--- src/rtl/add_seq_nbit_if.sv ---
// -----------------------------------------------------------------------------
// add_seq_nbit_if
// Request/response bundle for the multi-cycle chunked adder.
//   start       : request, only taken while busy is low
//   sub         : 0 = a + b + inputCarry, 1 = a - b
//   a, b        : operands, captured together with start
//   inputCarry  : carry-in for add, ignored for sub
//   busy        : operation in progress
//   done        : one-cycle pulse, result outputs valid
//   sum         : result
//   outputCarry : carry out of the MSB (for sub: 1 = no borrow)
//   overflow    : two's-complement overflow
//   zero        : sum == 0
// master drives the request side, slave is the adder.
// -----------------------------------------------------------------------------
interface add_seq_nbit_if #(
   parameter int WIDTH = 32
);
   logic             start;
   logic             sub;
   logic [WIDTH-1:0] a;
   logic [WIDTH-1:0] b;
   logic             inputCarry;
   logic             busy;
   logic             done;
   logic [WIDTH-1:0] sum;
   logic             outputCarry;
   logic             overflow;
   logic             zero;

   modport master (
      output start, sub, a, b, inputCarry,
      input  busy, done, sum, outputCarry, overflow, zero
   );

   modport slave (
      input  start, sub, a, b, inputCarry,
      output busy, done, sum, outputCarry, overflow, zero
   );
endinterface

--- src/rtl/add_seq_nbit.sv ---
// -----------------------------------------------------------------------------
// add_seq_nbit
// Multi-cycle ripple adder/subtractor: one CHUNK-bit adder is reused over
// N = WIDTH/CHUNK cycles, least-significant chunk first.
// Ports:
//   clk : clock, rising edge
//   rst : synchronous, active-high reset
//   bus : add_seq_nbit_if.slave (start/sub/a/b/inputCarry in,
//         busy/done/sum/outputCarry/overflow/zero out)
// Results are valid while done is high and stay held until the next
// accepted start.
// -----------------------------------------------------------------------------
module add_seq_nbit #(
   parameter int WIDTH = 32,
   parameter int CHUNK = 4
) (
   input  logic          clk,
   input  logic          rst,
   add_seq_nbit_if.slave bus
);

   localparam int N     = WIDTH / CHUNK;
   localparam int CNT_W = (N > 1) ? $clog2(N) : 1;

   typedef enum logic [1:0] {
      IDLE = 2'd0,
      RUN  = 2'd1,
      DONE = 2'd2
   } state_t;

   state_t             state;
   logic [WIDTH-1:0]   a_r;
   logic [WIDTH-1:0]   b_r;       // already inverted for subtract
   logic [WIDTH-1:0]   sum_r;
   logic               carry_r;
   logic [CNT_W-1:0]   cnt;
   logic               busy_r;
   logic               done_r;
   logic               oc_r;
   logic               ov_r;
   logic               zero_r;

   logic [CHUNK-1:0]   a_c;
   logic [CHUNK-1:0]   b_c;
   logic [CHUNK:0]     add_c;
   logic [WIDTH-1:0]   sum_nxt;
   logic               last;
   int                 idx;

   // Chunk slice and add for the current counter position
   always_comb begin
      idx     = int'(cnt) * CHUNK;
      a_c     = a_r[idx +: CHUNK];
      b_c     = b_r[idx +: CHUNK];
      add_c   = {1'b0, a_c} + {1'b0, b_c} + {{CHUNK{1'b0}}, carry_r};
      sum_nxt = sum_r;
      sum_nxt[idx +: CHUNK] = add_c[CHUNK-1:0];
      last    = (cnt == CNT_W'(N - 1));
   end

   always_ff @(posedge clk) begin
      if (rst) begin
         state   <= IDLE;
         busy_r  <= 1'b0;
         done_r  <= 1'b0;
         sum_r   <= '0;
         oc_r    <= 1'b0;
         ov_r    <= 1'b0;
         zero_r  <= 1'b1;
         cnt     <= '0;
         carry_r <= 1'b0;
      end else begin
         case (state)
            IDLE, DONE: begin
               done_r <= 1'b0;
               if (bus.start) begin
                  // subtract as a + ~b + 1
                  a_r     <= bus.a;
                  b_r     <= bus.b ^ {WIDTH{bus.sub}};
                  carry_r <= bus.sub | bus.inputCarry;
                  cnt     <= '0;
                  state   <= RUN;
                  busy_r  <= 1'b1;
               end else begin
                  state   <= IDLE;
                  busy_r  <= 1'b0;
               end
            end
            RUN: begin
               sum_r   <= sum_nxt;
               carry_r <= add_c[CHUNK];
               cnt     <= cnt + 1'b1;
               if (last) begin
                  state  <= DONE;
                  busy_r <= 1'b0;
                  done_r <= 1'b1;
                  oc_r   <= add_c[CHUNK];
                  // carry into the MSB recovered as a ^ b ^ s at that bit
                  ov_r   <= add_c[CHUNK] ^ a_r[WIDTH-1] ^ b_r[WIDTH-1]
                            ^ sum_nxt[WIDTH-1];
                  zero_r <= (sum_nxt == '0);
               end
            end
            default: begin
               state  <= IDLE;
               busy_r <= 1'b0;
               done_r <= 1'b0;
            end
         endcase
      end
   end

   assign bus.busy        = busy_r;
   assign bus.done        = done_r;
   assign bus.sum         = sum_r;
   assign bus.outputCarry = oc_r;
   assign bus.overflow    = ov_r;
   assign bus.zero        = zero_r;

endmodule

--- src/flat_wrapper.sv ---
// flat-port wrapper written by rule: the top's interface ports become plain ports
module add_seq_nbit_flat 
#(
   parameter int WIDTH = 32,
   parameter int CHUNK = 4
)
  (clk, rst, bus_start, bus_sub, bus_a, bus_b, bus_inputCarry, bus_busy, bus_done, bus_sum, bus_outputCarry, bus_overflow, bus_zero);
  add_seq_nbit_if #(.WIDTH(WIDTH)) bus_i ();
  input  logic clk;
  input  logic rst;
  input wire logic [$bits(bus_i.start)-1:0] bus_start;
  input wire logic [$bits(bus_i.sub)-1:0] bus_sub;
  input wire logic [$bits(bus_i.a)-1:0] bus_a;
  input wire logic [$bits(bus_i.b)-1:0] bus_b;
  input wire logic [$bits(bus_i.inputCarry)-1:0] bus_inputCarry;
  output wire logic [$bits(bus_i.busy)-1:0] bus_busy;
  output wire logic [$bits(bus_i.done)-1:0] bus_done;
  output wire logic [$bits(bus_i.sum)-1:0] bus_sum;
  output wire logic [$bits(bus_i.outputCarry)-1:0] bus_outputCarry;
  output wire logic [$bits(bus_i.overflow)-1:0] bus_overflow;
  output wire logic [$bits(bus_i.zero)-1:0] bus_zero;
  assign bus_i.start = bus_start;
  assign bus_i.sub = bus_sub;
  assign bus_i.a = bus_a;
  assign bus_i.b = bus_b;
  assign bus_i.inputCarry = bus_inputCarry;
  assign bus_busy = bus_i.busy;
  assign bus_done = bus_i.done;
  assign bus_sum = bus_i.sum;
  assign bus_outputCarry = bus_i.outputCarry;
  assign bus_overflow = bus_i.overflow;
  assign bus_zero = bus_i.zero;
  add_seq_nbit #(.WIDTH(WIDTH), .CHUNK(CHUNK)) u_core (.clk(clk), .rst(rst), .bus(bus_i));
endmodule
--- config.mk ---
export PLATFORM = sky130hd
export DESIGN_NAME = add_seq_nbit_flat
export DESIGN_NICKNAME = d
export VERILOG_FILES = /design/src/rtl/add_seq_nbit_if.sv /design/src/rtl/add_seq_nbit.sv /design/src/flat_wrapper.sv
export SDC_FILE = /design/constraint.sdc
export NUM_CORES = 1
export LEC_CHECK = 0
export ABC_CLOCK_PERIOD_IN_PS = 10100
export CAP_MARGIN = 25
export CORE_UTILIZATION = 55
export CTS_CLUSTER_DIAMETER = 80
export DETAILED_ROUTE_END_ITERATION = 10
export PLACE_DENSITY_LB_ADDON = 0.25
export SYNTH_ARGS = -nofsm -noshare
export SYNTH_HDL_FRONTEND = slang
export SYNTH_SLANG_ARGS = --single-unit
--- constraint.sdc ---
create_clock -name clk -period 10.1 [get_ports clk]
set_input_delay 2.02 -clock clk [delete_from_list [all_inputs] [get_ports clk]]
set_output_delay 2.02 -clock clk [all_outputs]
set_load 0.01 [all_outputs]
# --- Word-level counts from Yosys, hierarchy flattened ---
# Index checks and enable logic that the tools add are counted.
classes:
  n_addsub: 4
  mul: 0
  div_mod_pow: 0
  order_cmp: 0
  eq_ne: 5
  n_shift: 4
  mux: 11
  bitwise_logic: 7
  n_reduce_logical: 8
ops:
  columns: ["cell", "count"]
  rows:
  - ["32-bit by 6-bit variable part select with 4-bit output", 2]
  - ["5-bit negator with 33-bit output", 1]
  - ["4-bit by 33-bit variable shift with 32-bit output (first input constant)", 1]
  - ["4-bit by 33-bit variable part select with 32-bit output", 1]
  - ["32-bit bitwise mux", 1]
  - ["32-bit zero test", 1]
  - ["32-bit bitwise XOR", 1]
  - ["3-bit one-hot mux with 2 select lines", 1]
  - ["4-bit by 4-bit adder with 5-bit output", 1]
  - ["5-bit by 1-bit adder with 5-bit output", 1]
  - ["1-bit 2-to-1 mux", 4]
  - ["1-bit one-hot mux with 2 select lines", 2]
  - ["2-bit one-hot mux with 2 select lines", 1]
  - ["2-bit AND reduction", 2]
  - ["2-bit OR reduction", 2]
  - ["3-bit by 1-bit adder with 3-bit output (second input constant)", 1]
  - ["3-bit equality test (second input constant)", 1]
  - ["3-bit 2-to-1 mux", 1]
  - ["3-bit AND reduction", 1]
  - ["1-bit bitwise XOR", 3]
  - ["2-bit by 1-bit equality test with 1-bit output (second input constant)", 1]
  - ["2-bit equality test (second input constant)", 1]
  - ["2-bit zero test", 1]
  - ["2-bit 2-to-1 mux", 1]
  - ["other kinds (5)", 6]
totals:
  register_bits: 107
  latch_bits: 0
  ram_bits: 0
  romBits: 0
  input_bits: 69
  output_inout_bits: 37
  word_cells: 50
  n_memories: 0

# --- Logic depth before layout (Yosys ltp) ---
# Gate-level depths: netlist of run 1.
logic_depth:
  ltp_word: 6
  depth_mapped: 16
  depth_no_buf: 12

# --- Least setup slack after synthesis of run 1 ---
# Ideal clock, no wire load.
synth_timing:
  kind: "input to register"
  from: "input port bus_start"
  to: "register u_core.a_r[0], enable pin"
  t_arrival_ns: 5.070
  required_time_ns: 9.606
  path_slack_ns: 4.536
  stages: 2
  n_path_buf: 0
  path_cell_list: "nor2b_1 > nor2b_1"
synth_via:
  elab_chain_cells: 1
synth_rtl:
  columns: ["item", "line_no", "text"]
  rows:
  - ["start, declared", "flat_wrapper.sv:11", "input wire logic [$bits(bus_i.start)-1:0] bus_start;"]
  - ["3-bit AND reduction (no source line)", null, null]
  - ["end signal, assigned", "add_seq_nbit.sv:78", "a_r <= bus.a;"]
  - ["end, declared", "add_seq_nbit.sv:32", "logic [WIDTH-1:0] a_r;"]
# Every way passes these cells.
# A chain may end at the register's enable or synchronous reset.

# --- Worst setup path after layout of run 1 ---
layout_timing:
  from: "register u_core.cnt[0]"
  to: "register u_core.zero_r, in the netlist u_core.bus.zero"
layout_via:
  elab_chain_cells: 6
  word_cells_on_any_way: 11
  cone_classes: "3 x add/sub; 1 x eq/ne; 4 x shift; 1 x mux; 2 x reduce/logical"
layout_rtl:
  columns: ["item", "line_no", "text"]
  rows:
  - ["start, declared", "add_seq_nbit.sv:36", "logic [CNT_W-1:0] cnt;"]
  - ["start signal, assigned", "add_seq_nbit.sv:92", "cnt <= cnt + 1'b1;"]
  - ["32-bit by 6-bit variable part select with 4-bit output (on tied branches)", "add_seq_nbit.sv:53, add_seq_nbit.sv:54", null]
  - ["4-bit by 4-bit adder with 5-bit output", "add_seq_nbit.sv:55", "add_c = {1'b0, a_c} + {1'b0, b_c} + {{CHUNK{1'b0}}, carry_r};"]
  - ["5-bit by 1-bit adder with 5-bit output", "add_seq_nbit.sv:55", null]
  - ["4-bit by 33-bit variable part select with 32-bit output", "add_seq_nbit.sv:57", "sum_nxt[idx +: CHUNK] = add_c[CHUNK-1:0];"]
  - ["32-bit bitwise mux", "add_seq_nbit.sv:57", null]
  - ["32-bit zero test", "add_seq_nbit.sv:101", "zero_r <= (sum_nxt == '0);"]
  - ["end signal, assigned", "add_seq_nbit.sv:101", null]
  - ["end, declared", "add_seq_nbit.sv:41", "logic zero_r;"]
# Parallel ways exist; a longest one is shown, timed or not.

==> summary.txt, run 1 <==
Power and ir drop
  – Leakage: 2.22 nW
  – Sw Ratio: 0.276
  – Pwr/cell area: 147 nW/um^2
  – Comb pwr share: 0.191
  – Register share of total power: 0.536
  – Switching pwr: 254 uW
  – Power share of the clock group: 0.273
  – Cell-internal power: 667 uW
  – Tot Pwr: 920 uW
  – Max rail drop VDD: 0.0762 mV

Global routing
  – Vias in the first global route: 3635
  – GR Overflow Total: 0
  – GRT Total Usage: 0.234
  – Pin count of the biggest net entering global routing: 66
  – Global-route wire length before repair: 17300 um
  – Antenna violations before repair: 0

Layout
  – Multi-input gate area: about 2100 um^2
  – Fillers: 624
  – Design area: 6240 um^2
  – Area growth syn-to-layout: 26.2%
  – Register area: 2760 um^2
  – Inserted Diodes: 0
  – Layout cell share with drive strength beyond 1: 0.0951
  – Nets: 588
  – Layout Utilization: 0.716

CTS
  – CTS Hold Bufs: 0
  – Clk Tree Root Cell: clkbuf_8
  – Reg clk slew, reported paths: 100 ps
  – Clock latency on the worst-skew pair: between 300 and 400 ps
  – Max clock buf depth: 2
  – Postcts setup bufs: 0
  – Clock Sinks: approximately 110
  – Resized cells post-CTS: 0
  – H-tree levels: 3
  – Inserted Clock Buffers: 9
  – CTS tree: built

Route
  – Via count: 3445
  – DRT Pass-1 Iters: 4
  – Post-DRT Antenna Nets: 0
  – Vias per inst: 5.53
  – Number of DRC markers in iteration 0: 147
  – Final wirelength: 10400 um
  – Routed WL per cell: 16.6 um
  – DRC viols: 0

Timing
  – Clock Skews: roughly 11 ps
  – Setup Viol. Count Final: 0
  – Fmax: around 240 MHz
  – Tmin final: 4170 ps
  – Final hold vios: 0
  – Slew HR: 0.383
  – Setup tns final: 0 ps
  – Hold Worst Slack: 476 ps
  – Worst-Margin Slew: 924 ps
  – Period utilization: 0.413
  – Slew Viols, Final: 0
  – Unrepaired setup endpoints after global routing: false

Synth
  – Most common cell in the synthesized netlist: edfxtp_1
  – Sequential share of the synthesized area: 0.558
  – Synth warn: 0
  – Cells after Synth: approximately 410
  – FF+latch count, synth: 106
  – Post-synth top cells: edfxtp_1 (64), nand2_1 (45), dfxtp_1 (42), nor2_1 (41), xor2_1 (33)
  – Synth top area share: 0.388
  – Asr flop ratio synth: 0
  – Largest area contributor in the netlist: edfxtp_1
  – Synthesized cell area: 4950 um^2
  – Library cells used by synthesis: 55
  – Top post-synthesis cells by area: edfxtp_1 (39%), dfxtp_1 (17%), mux4_2 (7.3%), xor2_1 (5.8%), nand2_1 (3.4%)
  – Syn_area_per_cell: between 10 and 15 um^2
  – Ys flop type: edfxtp_1
  – Number of synthesized flops with an enable pin: 64
  – Syn_nets: 492

Die
  – Starting density of the core: 0.567
  – Row cnt: 34
  – DIE HEIGHT: 96.8 um
  – CORE AREA: a little under 9000 um^2
  – DIE WIDTH: 96.8 um
  – Die Area: 9380 um^2
  – Boundary Pins: 106

Critical path
  – CP Launch Type: register
  – Worst EP required: roughly 10000 ps
  – CP max stage cell: dfxtp_2
  – Critical path data arrival time: 4470 ps
  – Cell family with most CP delay: multiplexers
  – Critical setup path kind: reg2reg
  – Reg2Reg Setup Slack: 5930 ps
  – Crit. End Element: register
  – Critical Path Fanout Max: 32
  – Critical Path, Cell by Cell: mux4_2 > nand2_1 > nand2_1 > fa_1 > inv_1 > fa_1 > xor2_2 > nor3_2 > mux2_4 > a2111oi_4 > or4b_1 > o21ai_1
  – WP buf/inv: 1
  – Max incr delay on CP: about 900 ps

Placed design
  – Global placement routability congestion: 0.842
  – Post-DP HPWL: 7700 um
  – Placed Area: between 6000 and 7000 um^2
  – I/O Buffers: 105

Status
  – Outcome: completed

Hold path
  – Worst hold path type: reg2reg

Run
  – # Max-Cap Violations: 0
==> worst register-to-register path, stage by stage (launching register included) <==
cell,delay (ps)
dfxtp_2,900
mux4_2,590
nand2_1,80
nand2_1,80
fa_1,420
inv_1,80
fa_1,270
xor2_2,350
nor3_2,100
mux2_4,320
a2111oi_4,310
or4b_1,470
o21ai_1,130
==> path summary, 6_finish.rpt <==
path,start,endpoint,cells past startpoint
max,u_core.cnt[0]$_SDFFE_PP0P_,u_core.bus.zero$_SDFFE_PP1P_,12
min,u_core.bus.sum[27]$_SDFFE_PP0P_,u_core.bus.sum[27]$_SDFFE_PP0P_,2
max reg2reg,u_core.cnt[0]$_SDFFE_PP0P_,u_core.bus.zero$_SDFFE_PP1P_,12
min reg2reg,u_core.bus.sum[27]$_SDFFE_PP0P_,u_core.bus.sum[27]$_SDFFE_PP0P_,2
==> layer usage <==
| layer | wire length, um | GRT usage | vias up |
|---|---|---|---|
| met4 | 260 | 0.0907 | 0 |
| met5 | 0 | 0 | - |
| met2 | 5470 | 0.421 | 141 |
| met3 | 563 | 0.0397 | 18 |
| li1 | - | - | 1664 |
| met1 | 4080 | 0.277 | 1622 |
==> cells by family (layout without fill, tap and decap cells) <==
kind of cell,after synthesis,count (layout),share of synthesized area
fa+ha+maj,9,9,0.0258
xor+xnor,38,38,0.0688
buf+inv,31,132,0.0278
compound gates,52,52,0.0632
simple gates,144,144,0.145
mux,34,34,0.111
flops,106,106,0.558
==> flip-flops by register name (all words and copies together), names as in the netlist <==
signal and count:
u_core.a_r 32, u_core.b_r 32, u_core.bus.done 1, u_core.bus.outputCarry 1, u_core.bus.overflow 1, u_core.bus.sum 32, u_core.bus.zero 1, u_core.carry_r 1
u_core.cnt 3, u_core.state 2
==> layout make-up <==
cell class | instances | share of cell area
Sequential cell | 106 | 0.443
Multi-Input combinational cell | 277 | 0.329
Timing Repair Buffer | 109 | 0.172
Clock buffer | 11 | 0.0226
Tap cell | 108 | 0.0216
Clock inverter | 5 | 0.00761
Inverter | 7 | 0.00421
==> power groups by stage <==
stage / registers (mW) / logic, mW / clock network [mW]
finish: 0.493 / 0.176 / 0.251
global route: 0.497 / 0.192 / 0.270
CTS: 0.494 / 0.176 / 0.255
detailed placement: 0.504 / 0.176 / 0
global placement: 0.503 / 0.173 / 0
floorplan: 0.497 / 0.117 / 0
==> cell usage in the layout (no fill, tap or decap), types with 10 or more instances in the layout <==
master           instances
clkdlybuf4s50_1        104
edfxtp_1                64
nand2_1                 45
nor2_1                  41
dfxtp_1                 41
xor2_1                  33
a21oi_1                 25
mux4_2                  16
mux2i_1                 15
o21ai_0                 14
nor3_1                  12
nand3_1                 10
clkbuf_8                10
==> through the flow <==
step                      std cells  setup slack [ps]
final                           623              5930
after global routing            623              5680
after CTS                       623              5890
after detailed placement        607              5900
after global placement          607              6020
after floorplan                 414              4540
Power figures use the tool's default switching activity.
==> inputs of run 2 (changes only) <==
ABC_CLOCK_PERIOD_IN_PS = 4320   (was 10100)
CORE_UTILIZATION = 51   (was 55)
clock period = 4.32 ns   (was 10.1 ns; I/O delays follow)
==> summary.txt, run 2 (same netlist as run 1, synthesis figures left out) <==
Status
  – Outcome: completed

Layout
  – Fillers: 753
  – Area growth syn-to-layout: 27.3%
  – Inserted Diodes: 0
  – Commonest non-fill, non-tap cell in the layout: clkdlybuf4s50_1
  – Layout cell share with drive strength beyond 1: 0.102
  – Nets: 591
  – Layout Utilization: 0.675
  – Most frequent cells in the layout: clkdlybuf4s50_1 (104), edfxtp_1 (64), nand2_1 (45)

Timing
  – Clock Skews: 9.51 ps
  – Slew Viols, Final: 0
  – Fmax: 255 MHz
  – Tmin final: 3920 ps
  – Final hold vios: 0
  – Worst-Margin Slew: roughly 830 ps
  – Period utilization: 0.907
  – Unrepaired setup endpoints after global routing: false
  – Slew HR: 0.443
  – Setup tns final: 0 ps
  – Setup Viol. Count Final: 0

Die
  – Die Area: 10100 um^2
  – Starting density of the core: 0.530
  – DIE WIDTH: 100 um
  – CORE AREA: 9330 um^2
  – Boundary Pins: 106
  – Row cnt: 35
  – DIE HEIGHT: 100 um

Route
  – Met2 routed WL: 5440 um
  – Post-DRT Antenna Nets: 0
  – Uppermost layer routed: met4
  – Routed WL per cell: ~16 um
  – Number of DRC markers in iteration 0: 159
  – DRC viols: 0
  – M1 WL: 4280 um
  – Final wirelength: 10400 um
  – Via count: 3407
  – Vias per inst: ~5.3
  – Met3 WL post-DR: 484 um
  – DRT Pass-1 Iters: 5

CTS
  – Clock latency on the worst-skew pair: 370 ps
  – Clock Sinks: between 100 and 150
  – Reg clk slew, reported paths: 100 ps
  – Postcts setup bufs: 0
  – H-tree levels: 3
  – Inserted Clock Buffers: 9
  – Clk Tree Root Cell: clkbuf_8
  – Resized cells post-CTS: 0
  – Max clock buf depth: 2
  – CTS Hold Bufs: 0
  – CTS tree: built

Global routing
  – Antenna violations before repair: 0
  – Global-route wire length before repair: between 15000 and 20000 um
  – GR Overflow Total: 0
  – Vias in the first global route: 3459
  – GRT Total Usage: 0.220
  – Pin count of the biggest net entering global routing: 66

Critical path
  – Worst EP required: 4620 ps
  – Critical path data arrival time: 4220 ps
  – CP Launch Type: register
  – Crit. End Element: register
  – Critical Path Fanout Max: 17
  – Critical setup path kind: reg2reg

Run
  – # Max-Cap Violations: 0

Power and ir drop
  – Max rail drop VDD: around 0.17 mV
  – Pwr/cell area: 342 nW/um^2
  – Leakage: 2.23 nW

Placed design
  – I/O Buffers: ~110
  – Global placement routability congestion: 0.860
  – Post-DP HPWL: between 7000 and 8000 um

Hold path
  – Worst hold path type: reg2reg
[run 2: cell count changes in the layout (fill, tap and decap cells not counted)]
cell,before,now
clkbuf_1,1,0
buf_4,4,7
clkbuf_16,0,1
inv_6,0,2
inv_8,2,0
clkinvlp_4,1,2
clkinv_2,0,1
clkbuf_8,10,9
clkinv_4,2,1
[run 2: per-layer routing]
| metal | vias up | GRT usage |
|---|---|---|
| met3 | 12 | 0.0437 |
| met4 | 0 | 0.0691 |
| met5 | - | 0 |
| met2 | 102 | 0.391 |
| met1 | 1616 | 0.272 |
| li1 | 1677 | - |
[run 2: final timing paths]
kind	slack, ps	depth (start not counted)	from	end
max	400	12	u_core.cnt[0]$_SDFFE_PP0P_	u_core.bus.zero$_SDFFE_PP1P_
min	480	2	u_core.bus.sum[21]$_SDFFE_PP0P_	u_core.bus.sum[21]$_SDFFE_PP0P_
max reg2reg	400	12	u_core.cnt[0]$_SDFFE_PP0P_	u_core.bus.zero$_SDFFE_PP1P_
min reg2reg	480	2	u_core.bus.sum[21]$_SDFFE_PP0P_	u_core.bus.sum[21]$_SDFFE_PP0P_
[run 2: final cells by class]
| cell class | count | area (um^2) | share of cell area |
|---|---|---|---|
| Sequential cell | 106 | 2760 | 0.439 |
| Multi-Input combinational cell | 277 | 2050 | 0.326 |
| Tap cell | 129 | 161 | 0.0256 |
| Timing Repair Buffer | 112 | 1100 | 0.174 |
| Clock inverter | 6 | 46.3 | 0.00735 |
| Inverter | 7 | 26.3 | 0.00417 |
| Clock buffer | 10 | 149 | 0.0236 |
[run 2: worst max-delay path: stages (launching register included)]
cell	delay, ps
dfxtp_2	740
mux4_2	570
nand2_1	80
nand2_1	90
fa_1	410
inv_1	80
fa_1	280
xor2_2	320
nor3_2	90
mux2_4	310
a2111oi_4	300
or4b_1	450
o21ai_1	140
[run 2: metrics by stage]
stage / total power, mW / hold slack [ps] / area [um^2] / worst slack [ps] / std cells
after floorplan: 1.43 / 472 / 4950 / 286 / 414
after global placement: 1.58 / 460 / 6100 / 503 / 631
after detailed placement: 1.59 / 466 / 6100 / 365 / 631
after CTS: 2.17 / 480 / 6300 / 351 / 647
after global routing: 2.25 / 509 / 6300 / 198 / 647
final: 2.15 / 478 / 6300 / 400 / 647
[run 2: power breakdown]
group / total, mW / switching, mW / leakage (nW) / internal (mW)
sequential: 1.15 / 0.0267 / 0.933 / 1.12
clock: 0.589 / 0.340 / 0.0944 / 0.249
combinational: 0.417 / 0.215 / 1.21 / 0.202
total: 2.15 / 0.582 / 2.23 / 1.57
